==> src/rtl/layer_mem_pkg.sv <==
// Shared types and defaults for layer memory writers.
package layer_mem_pkg;

    // Writer sequencing states.
    typedef enum logic [1:0] {
        ST_IDLE  = 2'd0,
        ST_WAIT  = 2'd1,
        ST_WRITE = 2'd2,
        ST_DONE  = 2'd3
    } lmw_state_t;

    // Default geometry: words per channel, channel count, start-to-write latency.
    localparam int unsigned DEF_DEPTH    = 16;
    localparam int unsigned DEF_CHANNELS = 4;
    localparam int unsigned DEF_LATENCY  = 1;

    // Bits needed to index n items, never less than one.
    function automatic int unsigned width_of(input int unsigned n);
        return (n > 1) ? $clog2(n) : 1;
    endfunction

endpackage

==> src/rtl/mem_wrap_counter.sv <==
// Modulo-LIMIT up counter with carry out, used for word address and channel index.
module mem_wrap_counter #(
    parameter int unsigned LIMIT = 16,
    parameter int unsigned W     = 4
)(
    input  logic         clk,
    input  logic         reset,
    input  logic         clear,
    input  logic         inc,
    input  logic         hold,
    output logic [W-1:0] count,
    output logic         carry
);

    localparam logic [W-1:0] LAST = W'(LIMIT - 1);

    // Carry marks an increment request at the last value, independent of hold.
    always_comb begin
        carry = inc && (count == LAST);
    end

    // Count register: clear restarts, hold suppresses the update but not the carry.
    always_ff @(posedge clk) begin
        if (reset || clear) begin
            count <= '0;
        end else if (inc && !hold) begin
            count <= carry ? '0 : count + 1'b1;
        end
    end

endmodule

==> src/rtl/layer_mem_writer.sv <==
// Sequences DEPTH*CHANNELS write strobes across banks after a start-to-data latency.
module layer_mem_writer
    import layer_mem_pkg::*;
#(
    parameter int unsigned DEPTH    = DEF_DEPTH,
    parameter int unsigned CHANNELS = DEF_CHANNELS,
    parameter int unsigned LATENCY  = DEF_LATENCY,
    localparam int unsigned ADDR_W  = width_of(DEPTH),
    localparam int unsigned CH_W    = width_of(CHANNELS)
)(
    input  logic                clk,
    input  logic                reset,
    input  logic                start,
    input  logic                enable,
    input  logic                in_valid,
    output logic [ADDR_W-1:0]   addr,
    output logic [CH_W-1:0]     chan,
    output logic [CHANNELS-1:0] we,
    output logic                busy,
    output logic                done
);

    localparam int unsigned LAT_W = width_of(LATENCY + 1);
    localparam logic [LAT_W-1:0] LAT_LAST = LAT_W'((LATENCY > 0) ? LATENCY - 1 : 0);

    lmw_state_t       state;
    lmw_state_t       state_next;
    logic             accept;
    logic             write_fire;
    logic             lat_inc;
    logic [LAT_W-1:0] lat_cnt;
    logic             addr_carry;
    logic             last_write;

    // State register.
    always_ff @(posedge clk) begin
        if (reset) begin
            state <= ST_IDLE;
        end else begin
            state <= state_next;
        end
    end

    // Next-state decode plus combinational strobes (we, busy).
    always_comb begin
        state_next = state;
        accept     = 1'b0;
        write_fire = 1'b0;
        lat_inc    = 1'b0;
        we         = '0;
        busy       = 1'b0;
        case (state)
            ST_IDLE, ST_DONE: begin
                if (start) begin
                    accept     = 1'b1;
                    state_next = (LATENCY > 0) ? ST_WAIT : ST_WRITE;
                end
            end
            ST_WAIT: begin
                busy = 1'b1;
                if (enable) begin
                    lat_inc = 1'b1;
                    if (lat_cnt == LAT_LAST) begin
                        state_next = ST_WRITE;
                    end
                end
            end
            ST_WRITE: begin
                busy = 1'b1;
                if (enable && in_valid) begin
                    write_fire = 1'b1;
                    we         = CHANNELS'(1) << chan;
                    if (last_write) begin
                        state_next = ST_DONE;
                    end
                end
            end
            default: begin
                state_next = ST_IDLE;
            end
        endcase
    end

    // Latency counter: restarts on an accepted start, advances on enabled WAIT cycles.
    always_ff @(posedge clk) begin
        if (reset || accept) begin
            lat_cnt <= '0;
        end else if (lat_inc) begin
            lat_cnt <= lat_cnt + 1'b1;
        end
    end

    // Done flag mirrors entry into DONE, registered.
    always_ff @(posedge clk) begin
        if (reset) begin
            done <= 1'b0;
        end else begin
            done <= (state_next == ST_DONE);
        end
    end

    // The channel counter's carry marks the final word of the pass; it freezes
    // both counters so addr/chan stay at their last values in DONE.
    mem_wrap_counter #(
        .LIMIT (DEPTH),
        .W     (ADDR_W)
    ) u_addr_cnt (
        .clk   (clk),
        .reset (reset),
        .clear (accept),
        .inc   (write_fire),
        .hold  (last_write),
        .count (addr),
        .carry (addr_carry)
    );

    mem_wrap_counter #(
        .LIMIT (CHANNELS),
        .W     (CH_W)
    ) u_chan_cnt (
        .clk   (clk),
        .reset (reset),
        .clear (accept),
        .inc   (addr_carry),
        .hold  (last_write),
        .count (chan),
        .carry (last_write)
    );

endmodule

==> config.mk <==
export PLATFORM = sky130hd
export DESIGN_NAME = layer_mem_writer
export DESIGN_NICKNAME = d
export VERILOG_FILES = /design/src/rtl/layer_mem_pkg.sv /design/src/rtl/mem_wrap_counter.sv /design/src/rtl/layer_mem_writer.sv
export SDC_FILE = /design/constraint.sdc
export NUM_CORES = 1
export LEC_CHECK = 0
export ABC_AREA = 1
export BUFFER_PORTS_ARGS = -buffer_cell sky130_fd_sc_hd__buf_2
export CORE_UTILIZATION = 35
export DETAILED_ROUTE_END_ITERATION = 12
export SETUP_SLACK_MARGIN = 0.05
export SKIP_LAST_GASP = 1
export SYNTH_ARGS = -nofsm -noshare
export SYNTH_HDL_FRONTEND = slang
export SYNTH_SLANG_ARGS = --single-unit
==> constraint.sdc <==
create_clock -name clk -period 1.3 [get_ports clk]
set_clock_uncertainty 0.1 [all_clocks]
set_input_delay 0.065 -clock clk [delete_from_list [all_inputs] [get_ports clk]]
set_output_delay 0.065 -clock clk [all_outputs]
set_load 0.01 [all_outputs]
Word level (Yosys, flattened, before mapping):

Index checks and enable logic that the tools add are counted.

* memory bits (writable): 0
* ROM bits: 0
* word-level logic and storage cells: 42
* register bits: 10
* input bits: 5
* output and inout bits: 12
* latch bits: 0
* memories: 0

* multiply operators: 0
* reduce and logical (&&, ||, !) cells: 10
* mux-type cells: 17
* shifts and indexed selects: 1
* equality and inequality tests: 6
* bitwise logic cells: 0
* div/mod/pow operators: 0
* $add $sub $neg: 3
* order comparisons: 0

Operator list (count)
* $mux W2: 6
* $mux W4: 3
* $eq A2 B2 Y1 const B: 4
* $mux W1: 7
* $pmux W2 S3: 1
* $logic_and A1 B1 Y1: 5
* $add A4 B1 Y4 const B: 1
* $eq A4 B4 Y1 const B: 1
* $reduce_or A2 Y1: 2
* $shl A1 B2 Y4 const A: 1
* $add A2 B1 Y2 const B: 1
* $eq A2 B1 Y1 const B: 1
* $logic_not A2 Y1: 1
* $add A1 B1 Y1 const B: 1
* $logic_not A1 Y1: 1
* $logic_or A1 B1 Y1: 1

Logic depth before layout (Yosys ltp):

Gate-level depths: netlist of the first run.

* word-level depth: 9
* mapped depth: 9
* mapped depth without buffers: 9

By module:

Synthesis of the first run repeated with hierarchy kept, for this count alone.

* cell total of the unflattened synthesis: 95
* area, all modules: 601.8 um2

By module, submodules not included
* layer_mem_writer: cells each 45, seq. area each 80.1 um2, instances 1, area each 274.0 um2
* mem_wrap_counter (u_addr_cnt): cells each 31, seq. area each 80.1 um2, instances 1, area each 212.7 um2
* mem_wrap_counter (u_chan_cnt): cells each 19, seq. area each 40.0 um2, instances 1, area each 115.1 um2

Worst setup path after synthesis of the first run:

No wires, ideal clock.

* path type: reg-to-reg
* start: register state[0]
* end: register done
* cell stages (with the launch flop): 7
* path slack: -0.089 ns
* data required time: 1.080 ns
* path buffers: 0
* data arrival time: 1.168 ns
* period minus slack after synthesis: 1.389 ns
* setup time: 0.120 ns
* cells stage by stage: dfxtp_1 -> inv_1 -> ha_1 -> inv_1 -> a21oi_1 -> o21ai_0 -> nor2_1

* word-level cells in the longest chain between the ends: 8
* elaborated cells on any way between the ends: 15
* classes of those cells: 4 x eq/ne; 7 x mux; 4 x reduce/logical

RTL lines
* start: declaration: line layer_mem_writer.sv:26 `lmw_state_t state;`
* start signal: assignment: line layer_mem_writer.sv:40 `state <= state_next;`
* $eq A2 B2 Y1: line layer_mem_writer.sv:52 `case (state)`
* $mux W1: line layer_mem_writer.sv:52
* $logic_and A1 B1 Y1 (2 in a row): line mem_wrap_counter.sv:19 `carry = inc && (count == LAST);`
* $mux W2: line layer_mem_writer.sv:73 `if (last_write) begin`
* $mux W2: line layer_mem_writer.sv:70 `if (enable && in_valid) begin`
* $pmux W2 S3 *: line layer_mem_writer.sv:52
* $eq A2 B2 Y1 *: line layer_mem_writer.sv:98 `done <= (state_next == ST_DONE);`
* end signal: assignment: line layer_mem_writer.sv:98
* end: declaration: line layer_mem_writer.sv:20 `output logic done`

Mark *: on every way between the ends. The rest lies on a longest branch, timed or not.
A chain may end at the register's enable or synchronous reset.

Worst setup path in the final report of the first run:

* start: register state[0]
* end: output port we[0]

* word-level cells in the longest chain between the ends: 2

RTL lines
* $eq A2 B2 Y1: line layer_mem_writer.sv:52
* $mux W4: line layer_mem_writer.sv:52
* end: declaration: line layer_mem_writer.sv:18 `output logic [CHANNELS-1:0] we,`

Every way passes these cells.

==> results of run 1 <==
[final timing paths]
check                                            to  slack, ns  depth (start not counted)
worst max-delay path                          we[0]      -0.09                          6
worst min-delay path                        lat_cnt       0.07                          3
worst max register to register  u_addr_cnt.count[3]      -0.09                         10
worst min register to register              lat_cnt       0.41                          2
[metrics by stage]
stage,worst slack (ns),area [sq um],instances
finish,-0.0932,1010,143
CTS,-0.100,917,142
detailed placement,-0.0253,832,136
global route,-0.190,1010,143
global placement,-0.00792,832,136
floorplan,0.0558,676,89
[logic make-up (layout without fill, tap and decap cells)]
group,after synthesis,in the layout
xor gates and xnor gates,1,1
buffers and inverters,20,49
AOI/OAI and AO/OA,15,15
and+or+nand+nor,35,35
adders and majority gates,8,8
DFF,10,10
[power groups by stage]
stage               Clock, mW  Combinational, mW  Sequential [mW]
floorplan                   0             0.0643            0.324
global placement            0              0.101            0.323
detailed placement          0              0.101            0.323
CTS                     0.284              0.114            0.318
global route            0.303              0.153            0.316
finish                  0.270              0.137            0.316
[per-layer routing]
layer	vias to the layer above	part of all wire
li1	332	-
met1	266	0.47
met2	11	0.49
met3	2	0.032
met4	0	0.0073
met5	-	0
[layout make-up]
| class | instances | area (sq um) |
|---|---|---|
| Multi-Input combinational cell | 59 | 478 |
| Fill cell | 182 | 721 |
| Tap cell | 25 | 31.3 |
| Timing Repair Buffer | 25 | 170 |
| Clock buffer | 4 | 36.3 |
| Sequential cell | 10 | 210 |
| Inverter | 20 | 80.1 |
[placed cells by master, fill, tap and decap left out]
cell and instances:
o21ai_0 1, a21oi_1 4, a21oi_2 4, o21ai_1 1, o21ai_2 4, nand2_2 6, dfxtp_2 5, nand2_1 7
clkbuf_4 3, buf_2 14, ha_1 4, nor2_1 8, clkbuf_8 1, dfxtp_4 1, ha_2 1, nor2_2 5
dlygate4sd3_1 1, nand3_1 4, ha_4 3, buf_6 4, nand3_4 2, xor2_1 1, dfxtp_1 4, inv_1 14
nand3_2 1, a21oi_4 1, inv_4 2, nor2_4 2, inv_2 4, buf_4 6
[what timing repair did]
item | in CTS | in global routing
resized for setup | 10 | 25
buffers inserted | 1 | 1
hold endpoints to repair | 1 | 0
endpoints found under the setup margin | 13 | 15
gates cloned | 0 | 0
hold buffers | 1 | 0
pin swaps | 4 | 8
[critical path, cell delays in order, from the launching register on]
cell	delay, ns
dfxtp_2	0.32
inv_2	0.07
ha_4	0.15
nand3_4	0.10
buf_6	0.14
nor2_2	0.06
buf_2	0.12
[sequential cells by signal, summed over array words and instances, names as in the netlist]
signal            flops
u_chan_cnt.count      2
u_addr_cnt.count      4
state                 2
done                  1
lat_cnt               1
==> results.json, run 1 <==
{
  "cts.sink_count": 10,
  "grt_setup_unrepaired": "yes",
  "hold_class": "primary input to flip-flop",
  "crit_type": "flip-flop to output port",
  "ys.flop_type": "dfxtp_1",
  "ys_seq_area_frac": 0.311,
  "power_density_nw_per_um2": 718,
  "row_count": 15,
  "p_clk_frac": 0.373,
  "async_flop_share": 0,
  "drt_wl_total_um": 1370,
  "antenna_cells": 0,
  "fin_crit_ns": 1.39,
  "dr.pass1.iters": 4,
  "drtIter0Drc": 2,
  "critPathLaunch": "state[0]",
  "intPower_mw": 0.543,
  "grtUsageMet3": 0.0720,
  "required_ns": 1.13,
  "crit_fanout": 3,
  "drv_slew": 0,
  "tns_ns": -0.544,
  "routedWlPerCell_um": 9.58,
  "end_kind": "output port",
  "syn_area_sq_um": 643,
  "htreeDepth": 1,
  "busiest_layer": "met2",
  "worst_slack_ns": -0.0932,
  "drc": 0,
  "synth_area_leaders": "dfxtp_1, ha_1, inv_1, nor2_1, nand2_1",
  "relSlewSlack": 0.856,
  "synth_xor_area_frac": 0.0136,
  "worst_pin_slew_ns": 0.216,
  "fp.dieH_um": 44.9,
  "grt_util_met1": 0.189,
  "p_comb_frac": 0.189,
  "power_switching_share": 0.248,
  "drv_cap": 0,
  "grt_overflow": 0,
  "status": "complete, but fails checks",
  "grt_pass1_vias": 545,
  "core_area_sq_um": 1730,
  "leakagePower_nw": 0.442,
  "netlist_instances": 89,
  "syn-mean-instance-area_sq_um": 7.23,
  "yosys_warnings": 0,
  "start_util": 0.372,
  "violations": "negative setup slack",
  "layout.nets": 132,
  "cts-root-buf": "clkbuf_4",
  "synth_fa_ha_area_frac": 0.156,
  "synth_compound_area_frac": 0.128,
  "antenna_found_initial": 0,
  "grt_max_degree": 7,
  "grt_usage": 0.157,
  "hold_viol": 0,
  "grt_pass1_wl_um": 2280,
  "fin_util": 0.583,
  "cts_made_buffers": 3,
  "timing.hold.ws_ns": 0.0694,
  "die_area_sq_um": 2010,
  "synth_common_cells": "inv_1, nor2_1, nand2_1",
  "worst_ep_arrival_time_ns": 1.23,
  "post_drt_via_cell_ratio": 4.27,
  "start_kind": "flip-flop",
  "cts_tree": "yes",
  "muxShareOfSynthArea": 0,
  "drive_gt1_frac": 0.585,
  "ys_ff_latch": 10,
  "ant_nets": 0,
  "cts_buffer_depth": 2,
  "port_buffers": 16,
  "r2r_start": "state[0]",
  "p_sw_mw": 0.180,
  "max_freq_ghz": 0.718,
  "synth_cell_types": 18,
  "pin_count": 17,
  "peakVddDrop_uv": 749,
  "synth_enable_flop_cells": 0,
  "synth_top_family_by_area": "simple AND/OR/NAND/NOR gates",
  "synth_top_area_frac": 0.311,
  "synth_nets": 102,
  "setup_viol": 9,
  "finalPower_mw": 0.723,
  "synth.most_common_cell": "inv_1",
  "synth-simple-area-share": 0.272,
  "area_growth_pct": 56.4,
  "hpwl_um": 1040,
  "p_seq_frac": 0.437,
  "finalCritPeriodShare": 1.07,
  "hold_path_startpoint": "enable",
  "path_clk_slew_ns": 0.06,
  "yosys.area.top_type": "dfxtp_1",
  "use_met2": 0.265,
  "gp_congestion": 0.797,
  "vias": 611,
  "dieWidth_um": 44.9,
  "clock_latency_ns": 0.26
}
(Power assumes the default switching activity.)
==> run 2: changes to the inputs <==
--- a/config.mk
+++ b/config.mk
@@ -6,9 +6,8 @@
 export NUM_CORES = 1
 export LEC_CHECK = 0
-export ABC_AREA = 1
 export BUFFER_PORTS_ARGS = -buffer_cell sky130_fd_sc_hd__buf_2
 export CORE_UTILIZATION = 35
 export DETAILED_ROUTE_END_ITERATION = 12
-export SETUP_SLACK_MARGIN = 0.05
+export SETUP_SLACK_MARGIN = 0.02
 export SKIP_LAST_GASP = 1
 export SYNTH_ARGS = -nofsm -noshare
==> constraint.sdc (replaced) <==
create_clock -name clk -period 1.3 [get_ports clk]
set_clock_uncertainty 0.1 [all_clocks]
set_input_delay 0.13 -clock clk [delete_from_list [all_inputs] [get_ports clk]]
set_output_delay 0.13 -clock clk [all_outputs]
set_load 0.01 [all_outputs]
==> run 2 against run 1 <==
Net effect:
- critical path type unchanged
- power rose by 35%
- largest cell class unchanged
- die area fell by 2.6%
- the flow still finishes with violations (negative setup slack)
- cell area rose by 22%
- critical endpoint is now we[2]
==> results.json, run 2 <==
{
  "status": "complete, but fails checks",
  "violations": "negative setup slack",
  "drive_gt1_frac": 0.729,
  "cts_made_buffers": 3,
  "core_area_sq_um": 1590,
  "post_drt_via_cell_ratio": 5.18,
  "synth_cell_types": 26,
  "row_count": 14,
  "yosys_warnings": 0,
  "start_util": 0.392,
  "end_kind": "output port",
  "final_cell_mix": "buf_4, buf_6, buf_2",
  "max_freq_ghz": 0.675,
  "cts_buffer_depth": 2,
  "drv_slew": 0,
  "register_area_sq_um": 215,
  "path_clk_slew_ns": 0.07,
  "hold_class": "primary input to flip-flop",
  "finalCritPeriodShare": 1.14,
  "synth_top_area_frac": 0.320,
  "hold_depth": 4,
  "vias": 736,
  "routedWlPerCell_um": 14.5,
  "drt_wl_total_um": 2070,
  "netlist_instances": 69,
  "p_sw_mw": 0.305,
  "pin_count": 17,
  "ant_nets": 0,
  "fin_util": 0.768,
  "leakagePower_nw": 0.496,
  "r2r_cells": 6,
  "worst_slack_ns": -0.182,
  "rrSetupSlack_ns": -0.16,
  "top_regs": "u_addr_cnt.count (4), state (2), u_chan_cnt.count (2)",
  "clock_latency_ns": 0.27,
  "synth_nets": 82,
  "power_density_nw_per_um2": 797,
  "cts-root-buf": "clkbuf_4",
  "dr.pass1.iters": 4,
  "antenna_cells": 0,
  "hold_viol": 0,
  "layout_commonest_cell": "buf_4",
  "drv_cap": 0,
  "crit_type": "flip-flop to output port",
  "grt_setup_unrepaired": "yes",
  "crit_fanout": 4,
  "peakVddDrop_uv": 652,
  "regMostFlops": "u_addr_cnt.count",
  "cts_tree": "yes",
  "area_growth_pct": 95.8,
  "grt_usage": 0.256,
  "intPower_mw": 0.671,
  "worst_ep_arrival_time_ns": 1.25,
  "grt_overflow": 0,
  "antenna_found_initial": 0,
  "syn-mean-instance-area_sq_um": 9.07,
  "grt_pass1_wl_um": 3530,
  "synth_enable_flop_cells": 0,
  "layout.nets": 132,
  "syn_area_sq_um": 626,
  "fin_crit_ns": 1.48,
  "hpwl_um": 1260,
  "ys_ff_latch": 10,
  "fin_area_sq_um": 1220,
  "ys.flop_type": "dfxtp_1",
  "dpl-instance-area_sq_um": 950,
  "p_seq_frac": 0.336,
  "reg2reg_to": "u_addr_cnt.count[3]",
  "synth.most_common_cell": "dfxtp_1",
  "required_ns": 1.07,
  "p_comb_frac": 0.427,
  "finalPower_mw": 0.976,
  "relSlewSlack": 0.821,
  "multi_input_area_sq_um": 552,
  "start_kind": "flip-flop",
  "grt_max_degree": 9,
  "die_area_sq_um": 1960,
  "gp_congestion": 0.734,
  "largest_reg_flops": 4,
  "setup_viol": 15,
  "fillers": 118,
  "drc": 0,
  "p_clk_frac": 0.238,
  "synth_area_leaders": "dfxtp_1, ha_1, a21oi_1, a211oi_1, o31ai_1",
  "port_buffers": 16,
  "async_flop_share": 0,
  "grt_pass1_vias": 761,
  "power_switching_share": 0.312,
  "cts.sink_count": 10,
  "synth_common_cells": "dfxtp_1, ha_1, a21oi_1, inv_1",
  "drtIter0Drc": 18,
  "hold_path_end": "state[1]",
  "worst_pin_slew_ns": 0.265,
  "fp.dieH_um": 44.3,
  "htreeDepth": 1,
  "ys_seq_area_frac": 0.320,
  "yosys.area.top_type": "dfxtp_1",
  "dieWidth_um": 44.3,
  "hold_path_startpoint": "reset",
  "r2r_start": "state[0]"
}
==> run 2: area by class of cell <==
cell class / instances / share of cell area
Tap cell: 24 / 0.0245
Clock buffer: 4 / 0.0215
Inverter: 6 / 0.0204
Timing Repair Buffer: 46 / 0.307
Multi-Input combinational cell: 52 / 0.450
Sequential cell: 10 / 0.176
==> run 2: worst max path at each step <==
stage,from,endpoint,slack (ns),cells past startpoint
global placement,state[0],done,-0.14,5
global route,state[0],we[2],-0.23,5
detailed placement,state[0],done,-0.15,5
finish,state[0],we[2],-0.18,5
CTS,state[0],we[2],-0.19,5
floorplan,u_addr_cnt.count[1],done,-0.13,4
==> run 2: worst max-delay path: stages (launching register included) <==
cell and delay (ns):
dfxtp_2 0.33, inv_2 0.07, ha_4 0.15, and3_4 0.21, and2_4 0.14, buf_6 0.09
==> run 2: power by group through the flow <==
stage	Clock, mW	Combinational, mW	Sequential (mW)
finish	0.232	0.416	0.327
global route	0.254	0.450	0.328
CTS	0.240	0.395	0.328
detailed placement	0	0.265	0.334
global placement	0	0.260	0.334
floorplan	0	0.134	0.335
==> run 2: repair_timing <==
item / CTS / global route
endpoints found under the setup margin: 15 / 15
gates resized for setup: 33 / 12
hold buffers: 1 / 0
buffers inserted: 8 / 0
pin swaps: 13 / 1
endpoints found under the hold margin: 1 / 0
==> run 2: metrics by stage <==
step / instances / setup TNS (ns) / setup WS (ns) / hold slack (ns)
global placement: 129 / -0.531 / -0.137 / 0.231
finish: 142 / -1.85 / -0.182 / 0.105
CTS: 142 / -1.60 / -0.191 / 0.0983
detailed placement: 129 / -0.645 / -0.147 / 0.238
floorplan: 69 / -0.200 / -0.128 / 0.102
global route: 142 / -2.65 / -0.230 / 0.125
==> run 2: logic make-up (layout without fill, tap and decap cells) <==
logic type	Yosys count	count (layout)	synth area share
adders and majority gates	8	8	0.160
DFF	10	10	0.320
AOI/OAI and AO/OA	22	22	0.258
and+or+nand+nor	21	21	0.206
buffers and inverters	7	56	0.0420
xor gates and xnor gates	1	1	0.0140
==> run 2: metal layers <==
metal | share of wire | global-route usage
met4 | 0.020 | 0.127
met3 | 0.042 | 0.0367
met5 | 0 | 0
met2 | 0.53 | 0.476
met1 | 0.41 | 0.279
